===== config.mk =====
export PLATFORM = sky130hd
export DESIGN_NAME = ring_osc_meter
export DESIGN_NICKNAME = d
export VERILOG_FILES = /design/src/rtl/meas_pkg.sv /design/src/rtl/ring_osc_chain.sv /design/src/rtl/ring_osc_meter.sv
export SDC_FILE = /design/constraint.sdc
export NUM_CORES = 1
export LEC_CHECK = 0
export BUFFER_PORTS_ARGS = -buffer_cell sky130_fd_sc_hd__buf_2
export CORE_UTILIZATION = 55
export CTS_CLUSTER_SIZE = 25
export DETAILED_ROUTE_END_ITERATION = 10
export HOLD_SLACK_MARGIN = 0.02
export PLACE_DENSITY = 0.82
export SKIP_LAST_GASP = 1
export SYNTH_ARGS = -nofsm -noshare
export SYNTH_HDL_FRONTEND = slang
export SYNTH_SLANG_ARGS = --single-unit

===== constraint.sdc =====
create_clock -name clk -period 3.1 [get_ports clk]
set_input_delay 0.31 -clock clk [delete_from_list [all_inputs] [get_ports clk]]
set_output_delay 0.31 -clock clk [all_outputs]
set_load 0.01 [all_outputs]

===== src/rtl/meas_pkg.sv =====
// Shared types and constants for the ring-oscillator meter.
// Latency: n/a (package only).
// Backpressure: n/a (package only).
package meas_pkg;

   // Measurement sequencer states
   typedef enum logic [1:0] {
      IDLE  = 2'd0,
      WARM  = 2'd1,
      COUNT = 2'd2,
      DONE  = 2'd3
   } meas_state_t;

   // Default warm-up length between oscillator enable and counting
   localparam int SETTLE_DEFAULT = 4;

   // Smallest ring that still oscillates, and smallest usable warm-up
   localparam int MIN_STAGES = 3;
   localparam int MIN_SETTLE = 3;

endpackage


===== src/rtl/ring_osc_chain.sv =====
// Enable-gated inverter ring: AND(osc_en, feedback) followed by STAGES inverters.
// Latency: free-running combinational loop; tap is 0 while osc_en is low.
// Backpressure: none. Present only in builds with MEAS_RO_INTERNAL_EN defined.
`ifdef MEAS_RO_INTERNAL_EN
(* keep_hierarchy = "yes", dont_touch = "true" *)
module ring_osc_chain #(
   parameter int STAGES = 5
) (
   input  logic osc_en,
   output logic ro_out
);

   logic [STAGES:0] node;

   // Gate the feedback so a disabled ring parks in a static state
   assign node[0] = osc_en & node[STAGES];

   for (genvar i = 0; i < STAGES; i++) begin : g_inv
      assign node[i+1] = ~node[i];
   end

   // Tap after an even number of inversions so the stopped ring reads 0
   assign ro_out = node[STAGES-1];

endmodule
`endif


===== src/rtl/ring_osc_meter.sv =====
// Ring-oscillator frequency meter: counts prescaled ring edges over a gate window of clk cycles.
// Latency: done pulses SETTLE+gate_len+1 cycles after start is accepted; count held until next done.
// Backpressure: none; start is dropped while busy. Build option MEAS_RO_INTERNAL_EN selects the internal ring over ro_ext.
module ring_osc_meter
   import meas_pkg::*;
#(
   parameter int STAGES   = 5,
   parameter int DIV_LOG2 = 3,
   parameter int CNT_W    = 12,
   parameter int GATE_W   = 10,
   parameter int SETTLE   = SETTLE_DEFAULT
) (
   input  logic              clk,
   input  logic              rst,
   input  logic              start,
   input  logic              cont,
   input  logic [GATE_W-1:0] gate_len,
   input  logic              ro_ext,
   output logic              busy,
   output logic              done,
   output logic [CNT_W-1:0]  count,
   output logic              overflow,
   output logic              ro_tap,
   output logic              ro_div
);

   localparam int SETTLE_W = $clog2(SETTLE + 1);
   localparam int TMR_W    = (GATE_W > SETTLE_W) ? GATE_W : SETTLE_W;
   localparam logic [TMR_W-1:0] SETTLE_LD = TMR_W'(SETTLE - 1);

   if (STAGES < MIN_STAGES || (STAGES % 2) == 0) begin : g_bad_stages
      $error("ring_osc_meter: STAGES must be odd and at least 3");
   end
   if (SETTLE < MIN_SETTLE) begin : g_bad_settle
      $error("ring_osc_meter: SETTLE must be at least 3");
   end

   meas_state_t         state, state_nxt;
   logic [TMR_W-1:0]    tmr, tmr_nxt;
   logic [GATE_W-1:0]   gate_r;
   logic [CNT_W-1:0]    cnt, cnt_nxt;
   logic                ovf_r, ovf_nxt;
   logic                osc_en;
   logic                ro_clk;
   logic [DIV_LOG2-1:0] presc;
   logic                sync1, sync2, sync3;
   logic                ro_rise;
   logic                win_end;

   // ---------------- ring domain ----------------
`ifdef MEAS_RO_INTERNAL_EN
   logic ring_out;

   ring_osc_chain #(.STAGES(STAGES)) u_ring (
      .osc_en (osc_en),
      .ro_out (ring_out)
   );

   assign ro_tap = ring_out;
   assign ro_clk = ring_out;
`else
   assign ro_tap = 1'b0;
   assign ro_clk = ro_ext & osc_en;
`endif

   // Prescaler: held at zero whenever the oscillator is disabled, so each window starts in phase
   always_ff @(posedge ro_clk or negedge osc_en) begin
      if (!osc_en) presc <= '0;
      else         presc <= presc + DIV_LOG2'(1);
   end

   // Gate the MSB so the pad reads 0 as soon as osc_en falls
   assign ro_div = presc[DIV_LOG2-1] & osc_en;

   // ---------------- clk domain ----------------
   // Two-flop synchroniser on ro_div plus one history flop for rising-edge detection
   always_ff @(posedge clk) begin
      if (rst) begin
         sync1 <= 1'b0;
         sync2 <= 1'b0;
         sync3 <= 1'b0;
      end else begin
         sync1 <= ro_div;
         sync2 <= sync1;
         sync3 <= sync2;
      end
   end

   assign ro_rise = sync2 & ~sync3;
   assign win_end = (state == COUNT) && (tmr == '0);

   // Sequencer next-state and window timer
   always_comb begin
      state_nxt = state;
      tmr_nxt   = tmr;
      unique case (state)
         IDLE: begin
            if (start) begin
               state_nxt = WARM;
               tmr_nxt   = SETTLE_LD;
            end
         end
         WARM: begin
            if (tmr == '0) begin
               state_nxt = COUNT;
               tmr_nxt   = TMR_W'(gate_r) - TMR_W'(1);
            end else begin
               tmr_nxt = tmr - TMR_W'(1);
            end
         end
         COUNT: begin
            if (tmr == '0) state_nxt = DONE;
            else           tmr_nxt   = tmr - TMR_W'(1);
         end
         DONE: begin
            if (cont) begin
               state_nxt = WARM;
               tmr_nxt   = SETTLE_LD;
            end else begin
               state_nxt = IDLE;
            end
         end
         default: state_nxt = IDLE;
      endcase
   end

   // Sequencer state, timer, latched gate length and oscillator enable
   always_ff @(posedge clk) begin
      if (rst) begin
         state  <= IDLE;
         tmr    <= '0;
         gate_r <= '0;
         osc_en <= 1'b0;
      end else begin
         state  <= state_nxt;
         tmr    <= tmr_nxt;
         osc_en <= (state_nxt == WARM) || (state_nxt == COUNT);
         if (state == IDLE && start)
            gate_r <= (gate_len == '0) ? GATE_W'(1) : gate_len;
      end
   end

   // Edge counter: cleared through warm-up, saturating with a sticky flag during the window
   always_comb begin
      cnt_nxt = cnt;
      ovf_nxt = ovf_r;
      if (state == WARM) begin
         cnt_nxt = '0;
         ovf_nxt = 1'b0;
      end else if (state == COUNT && ro_rise) begin
         if (&cnt) ovf_nxt = 1'b1;
         else      cnt_nxt = cnt + CNT_W'(1);
      end
   end

   // Counter state plus result registers, loaded with the final edge of the window included
   always_ff @(posedge clk) begin
      if (rst) begin
         cnt      <= '0;
         ovf_r    <= 1'b0;
         count    <= '0;
         overflow <= 1'b0;
         done     <= 1'b0;
      end else begin
         cnt   <= cnt_nxt;
         ovf_r <= ovf_nxt;
         done  <= win_end;
         if (win_end) begin
            count    <= cnt_nxt;
            overflow <= ovf_nxt;
         end
      end
   end

   // Busy covers the whole measurement; in continuous mode it stays high through DONE
   assign busy = (state == WARM) || (state == COUNT) || ((state == DONE) && cont);

endmodule


==> summary by stage, run 1 <==
Die
Row generation in the floorplan step produced 26 rows. The floorplan die area is 5565 sq um. The core region is 5107 sq um. The effective utilization at floorplan is 56.76%.

The die span in x is 74.60 microns. The die outline height is 74.60 microns. The top-level port count is 32.

Clocking
The post-CTS resize count is 0. In this run the clock root is driven by a clkbuf_8. The clock transition at the registers of the reported paths is 100 ps. After clock tree synthesis, the setup repair step added 0 buffers. For the worst-skew pair, the clock arrives at the later sink with an insertion delay of 320 ps. After clock tree synthesis, the flow added hold-fix buffers numbering 0. The clock buffer count from CTS is 5. The count of H-tree levels built during CTS is 2.

The clock passes through at most 2 buffers. The clock tree from TritonCTS is built.

Synth
The post-synthesis instance total is 348. The count of yosys warnings during synthesis is 0. The most common cell in the synthesized netlist is dfxtp_1. The netlist uses 63 different library cells. The number of nets handed over by synthesis was 372. The fraction of post-synthesis cell area in the top cell type by area is 36.60%. Averaged over all synthesized cells, the footprint is 8.331 sq um. The commonest cells after synthesis are dfxtp_1 (53), nand2_1 (49), nor2_1 (29). The most used flip-flop cell after synthesis is dfxtp_1. The post-synthesis simple-gate area fraction is 26.80%.

The mux share of post-synthesis cell area is 2.805%. The share of the synthesized area in compound gates (AO/OA/AOI/OAI) is 19.08%. By area, the combinational part of the netlist is dominated by simple AND/OR/NAND/NOR gates. In this run the cell area of the synthesized design comes to 2899 sq um. The post-synthesis share of cell area spent on xor and xnor gates is 3.625%. The arithmetic-cell share of the synthesized area counting full adders, half adders and majority gates is 3.884%. The synthesized design contains 56 register bits.

The post-synthesis cell type with the largest combined area is dfxtp_1. The fraction of registers with async set/reset is 5.357%. The count of flip-flops with a built-in enable after synthesis is 0. In the post-synthesis netlist, the biggest area contributors are dfxtp_1 (37%), nand2_1 (6.3%), ha_1 (3.9%). Summing the sequential cell areas from Yosys gives 39.19% of the chip area.

STA
The smallest hold slack is 240.5 ps. Static timing analysis puts the maximum clock frequency at 400.0 MHz. The worst pin sits at a relative slew slack of 48.34%. Setup violations remaining at the end of the flow were counted as 0.

Setup repair after global routing left no endpoint under its margin. The timer found 3 register pins that no clock reaches; their paths are not timed. 3 endpoints have no timing constraint.

The number of hold violations in the final report is 0. The setup slack of the critical path after layout is 599.8 ps. The number of pins with negative max-slew slack in the final report is 0. The transition time at the pin with the least slew margin is 773.3 ps. The post-route setup TNS is 0 ps. The ratio of final minimum period to clock period is 80.65%. For the finished layout, the period the worst path requires is 2500 ps.

Across the routed clock network, the largest skew measured is 4.135 ps.

Routing
For this run, design rule violations remaining after detail routing come to 0. The final antenna-violating net count is 0. After detailed routing, the number of vias per cell comes to 5.977. The detail-routed net length per standard cell is 14.21 microns. The first routing iteration left 140 violations.

Detailed routing inserted a total of 2,636 vias. For this run, the detailed router's first-pass iteration total came to 6. After detailed routing, the total wire length is 6.267 mm.

Global routing
The largest net degree at the start of global routing is 35. The first global-routing pass estimated 10.52 mm of wire. Across every metal layer, demand over resource in global routing totals 24.82%. The via count of the first global-routing pass is 2,355.

The overall overflow remaining after global route is 0. The number of antenna violations at the first check in global routing is 0.

Cells and area
The layout overhead on the synthesized area is 8.761%. Counting the fill cells in the layout gives 451. The final design instance area without fill is 3153 sq um. The final layout contains 394 nets. The antenna diode instance count is 0. Cells with a size suffix above 1 make up 14.02% of the layout.

Power and ir drop
The total leakage power is 1.240 nW. Dividing total power by cell area gives a power density of 726.4 nW/um^2. The total power after layout is 0.002290 W. The worst ir drop on vdd is 0.0003743 V.

Placed design
The pre-CTS setup slack is 700.9 ps. The total cell area at the placement stage is 3063 sq um. Once detailed placement completed, the half-perimeter wirelength came to 4.464 mm. Routability-driven placement finished with a final weighted congestion of 0.8957. Port buffering added 30 buffers.

Worst setup path
STA classifies the critical path endpoint as a flop. The data required time of the worst path is 3320 ps. The worst setup path is launched from a flop. The critical path in this run is classified as reg2reg.

The slack of the worst reg-to-reg path is 600 ps. In this run the worst path has a maximum fanout of 10. The arrival time reported for the critical path endpoint is 2720 ps.

Outcome
The run finished with clean final reports.

Job
The max-cap check violation count is 0.

Min path
The type of the tightest min-delay check is in2reg.
==> critical path, cell delays in order (launching register included) <==
cell	delay (ps)
dfxtp_1	410
nor4_1	630
nand3_1	460
or3_1	610
o21ai_0	290
==> metrics by stage <==
stage / util, % / instances
finish: 61.73 / 441
global route: 61.73 / 441
CTS: 61.73 / 441
detailed placement: 59.97 / 433
global placement: 59.97 / 433
floorplan: - / 348
==> registers in the layout, summed over array words and instances, names as in the netlist, 2 cells and up <==
signal	count
cnt	12
state	2
presc	3
tmr	10
gate_r	10
count	12
==> per-layer routing <==
| layer | vias up | track usage [%] | part of all wire, % |
|---|---|---|---|
| met5 | - | 0 | 0 |
| met4 | 0 | 12.16 | 2.3 |
| met3 | 18 | 5.149 | 5.9 |
| met2 | 100 | 41.74 | 49 |
| met1 | 1224 | 30.13 | 43 |
| li1 | 1294 | - | - |
==> layout make-up <==
type | count | area, sq um | area share [%]
Multi-Input combinational cell | 264 | 1633 | 51.79
Clock buffer | 5 | 68.82 | 2.183
Inverter | 11 | 41.29 | 1.310
Tap cell | 70 | 87.58 | 2.778
Clock inverter | 3 | 21.27 | 0.6746
Timing Repair Buffer | 32 | 165.2 | 5.238
Sequential cell | 56 | 1136 | 36.03
==> where the power goes <==
group          leakage (nW)  switching [W]  internal [W]
Sequential            0.468      0.0000748      0.000754
Clock                0.0445       0.000239      0.000161
Combinational         0.727       0.000676      0.000385
==> cells by family after synthesis <==
logic type               Yosys count
AO/OA/AOI/OAI                     82
XOR/XNOR                          12
adder cells (fa/ha/maj)            9
buffers and inverters             28
flip-flops                        56
multiplexers                       8
other                              1
AND/OR/NAND/NOR                  152
==> path summary, 6_finish.rpt <==
kind | start | end | cells past startpoint
max reg2reg | tmr[5] | count[1] | 4
min reg2reg | count[8] | count[8] | 2
min | gate_len[9] | gate_r[9] | 3
max | tmr[5] | count[1] | 4
==> layout by cell type (no fill, tap or decap), types with 5 or more instances in the layout <==
cell type	n
dfxtp_1	53
nand2_1	49
buf_2	30
nor2_1	29
a21oi_1	22
o21ai_0	20
nor3_1	14
inv_1	11
nand3_1	10
nand4_1	9
ha_1	9
xor2_1	7
mux2i_1	7
or3_1	6
nor2b_1	5
xnor2_1	5
clkbuf_8	5
No activity file was read; power rests on OpenSTA's default activity.
==> run 2: changes to the inputs <==
--- a/config.mk
+++ b/config.mk
@@ -6,7 +6,7 @@
 export NUM_CORES = 1
 export LEC_CHECK = 0
 export BUFFER_PORTS_ARGS = -buffer_cell sky130_fd_sc_hd__buf_2
-export CORE_UTILIZATION = 55
+export CORE_UTILIZATION = 53
 export CTS_CLUSTER_SIZE = 25
 export DETAILED_ROUTE_END_ITERATION = 10
 export HOLD_SLACK_MARGIN = 0.02
==> constraint.sdc (replaced) <==
create_clock -name clk -period 2.16 [get_ports clk]
set_input_delay 0.216 -clock clk [delete_from_list [all_inputs] [get_ports clk]]
set_output_delay 0.216 -clock clk [all_outputs]
set_load 0.01 [all_outputs]
==> run 2 against run 1 <==
- via count rose by 1.5%
- wire length rose by 5.7%
- utilization rose by 3.4 points
- sequential share of layout area fell by 2.3 points
- first-iteration DRC count rose by 16%
- clock power rose by 44%
- power rose by 62%
- setup slack got worse by 550 ps
- cell count rose by 5.0%
- largest power group unchanged
==> summary by stage, run 2 (synthesis gave the netlist of run 1 again) <==
STA
The worst clock skew is 13.35 ps. Setup repair after global routing could not meet its margin everywhere. The number of hold violations in the final report is 0. In the final timing run, aggregate negative setup slack is 0 ps.

The timer found 3 register pins that no clock reaches; their paths are not timed. The number of pins with negative max-slew slack in the final report is 0. In the post-route analysis, the smallest setup slack over all paths is 50.36 ps. The worst path in the final design needs a cycle of 2110 ps, including I/O delays and setup. The ratio of final minimum period to clock period is 97.67%. 3 endpoints have no timing constraint. The number of setup violations in the final report is 0.

Timing would allow up to 474.0 MHz.

Worst setup path
The endpoint class of the critical path is a flop. In this run the critical register-to-register path is captured at count[0]. The arrival time reported for the critical path endpoint is 2360 ps. The worst reg2reg path startpoint is tmr[0].

The critical path goes through inv_1 > ha_1 > or4b_4 > nor3_4 > buf_6 > nand2_4 > or3_1 > a21oi_2. The number of cells traversed by the worst register-to-register path is 8. For the worst setup path, the data required time is 2410 ps.

The maximum fanout along the worst path is 5. The critical path start-end classification is reg2reg. The dominant delay contributor by cell family on the critical path is simple AND/OR/NAND/NOR gates. The logic depth of the worst setup path including buffers is 8. The critical path's slowest cell is or4b_4.

The end of the critical path is count[0]. Across all register-to-register paths, the minimum setup slack is 50 ps. In this run the worst setup path begins at tmr[0].

The count of buffering cells on the critical path with inverters included is 2. The peak per-stage delay on the critical path is 520 ps. The type of origin of the critical path is a flop.

Die
During I/O placement, the number of pins put on the boundary was 32. The effective utilization at floorplan is 56.05%. The die outline height is 75.96 microns. The floorplan die area is 5770 sq um. The number of cell rows is 26. From left edge to right edge, the die measures 75.96 microns.

The core area is 5172 sq um.

Cells and area
The area growth from synthesis to layout is 16.27%. The leading cell type in the layout, fill and taps excluded is dfxtp_1. The library cells used most frequently in the layout, excluding fill and tap cells, are dfxtp_1 (51), nand2_1 (49), buf_2 (30). For this run, the post-layout net count is 416. The largest registers in the layout are cnt (12), count (12). Cells fill 65.17% of the core in the end. The antenna diode instance count is 0. In the final layout, the share of cells above drive strength 1 is 21.88%.

Once layout is done, the placed cells without fillers occupy 3371 sq um.

Global routing
The via count of the first global-routing pass is 2,512. The overall overflow remaining after global route is 0. Entering global routing, the biggest net connects 21 pins. The number of antenna violations at the first check in global routing is 0. The first global-routing pass estimated 11.34 mm of wire. The all-layer global routing usage is 24.61%.

Routing
The final antenna-violating net count is 0. After detailed routing, the number of vias per cell comes to 5.778. The final routed wirelength across all metal layers is 6.625 mm. The final route contains 2,675 vias. The number of iterations in the first detailed-routing pass is 4. For this block, the initial DRC count from the detailed router was 162.

In the final routed layout, each cell accounts on average for 14.31 microns. The number of remaining DRC errors is 0.

Placed design
The pre-CTS setup slack is -9.966 ps. The count of input and output buffers is 30. Once placement finished, the instance area stood at 3213 sq um. At the end of routability-driven placement, the weighted congestion stood at 0.9365. Once detailed placement completed, the half-perimeter wirelength came to 4.877 mm.

Outcome
The flow ran to the end, and the final reports show no timing, DRC or antenna violations.

Min path
In this run the worst hold path is classified as in2reg.

Power and ir drop
The power density over the cells is 1100 nW/um^2. The worst ir drop on vdd is 0.0006100 V. The total leakage power is 1.347 nW.

Clocking
Hold repair after CTS inserted 0 buffers. Clock latency on the worst-skew pair, taken at its later pin, is 320 ps. CTS placed an instance of clkbuf_8 at the clock tree root. In this run the number of H-tree levels came out at 2.

The clock transition at the registers of the reported paths is 100 ps. TritonCTS built the clock tree. The number of buffers on the longest clock path is 2. The clock buffer count from CTS is 5.

Job
The max-cap check violation count is 0.
run 2: metal layers:
metal | wire length [microns] | share of wire (%) | track usage [%] | vias to the layer above
met5 | 0 | 0 | 0 | -
met4 | 152 | 2.3 | 13.08 | 0
met3 | 355 | 5.4 | 4.458 | 15
met2 | 3264 | 49 | 42.18 | 91
met1 | 2853 | 43 | 29.19 | 1236
li1 | - | - | - | 1333
run 2: worst min-delay path, stage by stage:
cell,delay (ps)
buf_2,100
nand2_1,50
a21oi_1,50
run 2: how the worst min path moves through the flow:
stage          slack, ps   startpoint  cells past startpoint        end
3_5_place_dp         430        sync1                      1      sync2
4_1_cts              130  gate_len[8]                      3  gate_r[8]
2_1_floorplan        280          rst                      1   state[1]
5_1_grt              140  gate_len[4]                      3  gate_r[4]
3_3_place_gp         420        sync1                      1      sync2
6_report             130  gate_len[4]                      3  gate_r[4]
run 2: area by class of cell:
class,count,area (sq um)
multi-input combinational,264,1674
clock inverter,3,22.52
inverter,11,41.29
tap,70,87.58
clock buffer,5,68.82
fill,435,1802
timing repair buffer,54,337.8
sequential,56,1139
run 2: metrics by stage:
| step | hold WS, ps | std cells | total power (W) |
|---|---|---|---|
| after floorplan | 283.3 | 348 | 0.002422 |
| after global placement | 416.4 | 453 | 0.002928 |
| after detailed placement | 431.9 | 453 | 0.002969 |
| after CTS | 128.9 | 461 | 0.003558 |
| after global routing | 143.5 | 463 | 0.003962 |
| final | 130.4 | 463 | 0.003708 |
run 2: power breakdown:
group,internal (W),switching (W)
Clock,0.000228,0.000348
Combinational,0.000845,0.00110
Sequential,0.00109,0.000103
Total,0.00216,0.00155
run 2: what timing repair did:
| action | in CTS | in global routing |
|---|---|---|
| hold endpoints to repair | 0 | 0 |
| endpoints found under the setup margin | 1 | 18 |
| pin swaps | 0 | 1 |
| resized for setup | 1 | 13 |
| setup buffers | 0 | 2 |
| cloned | 0 | 0 |
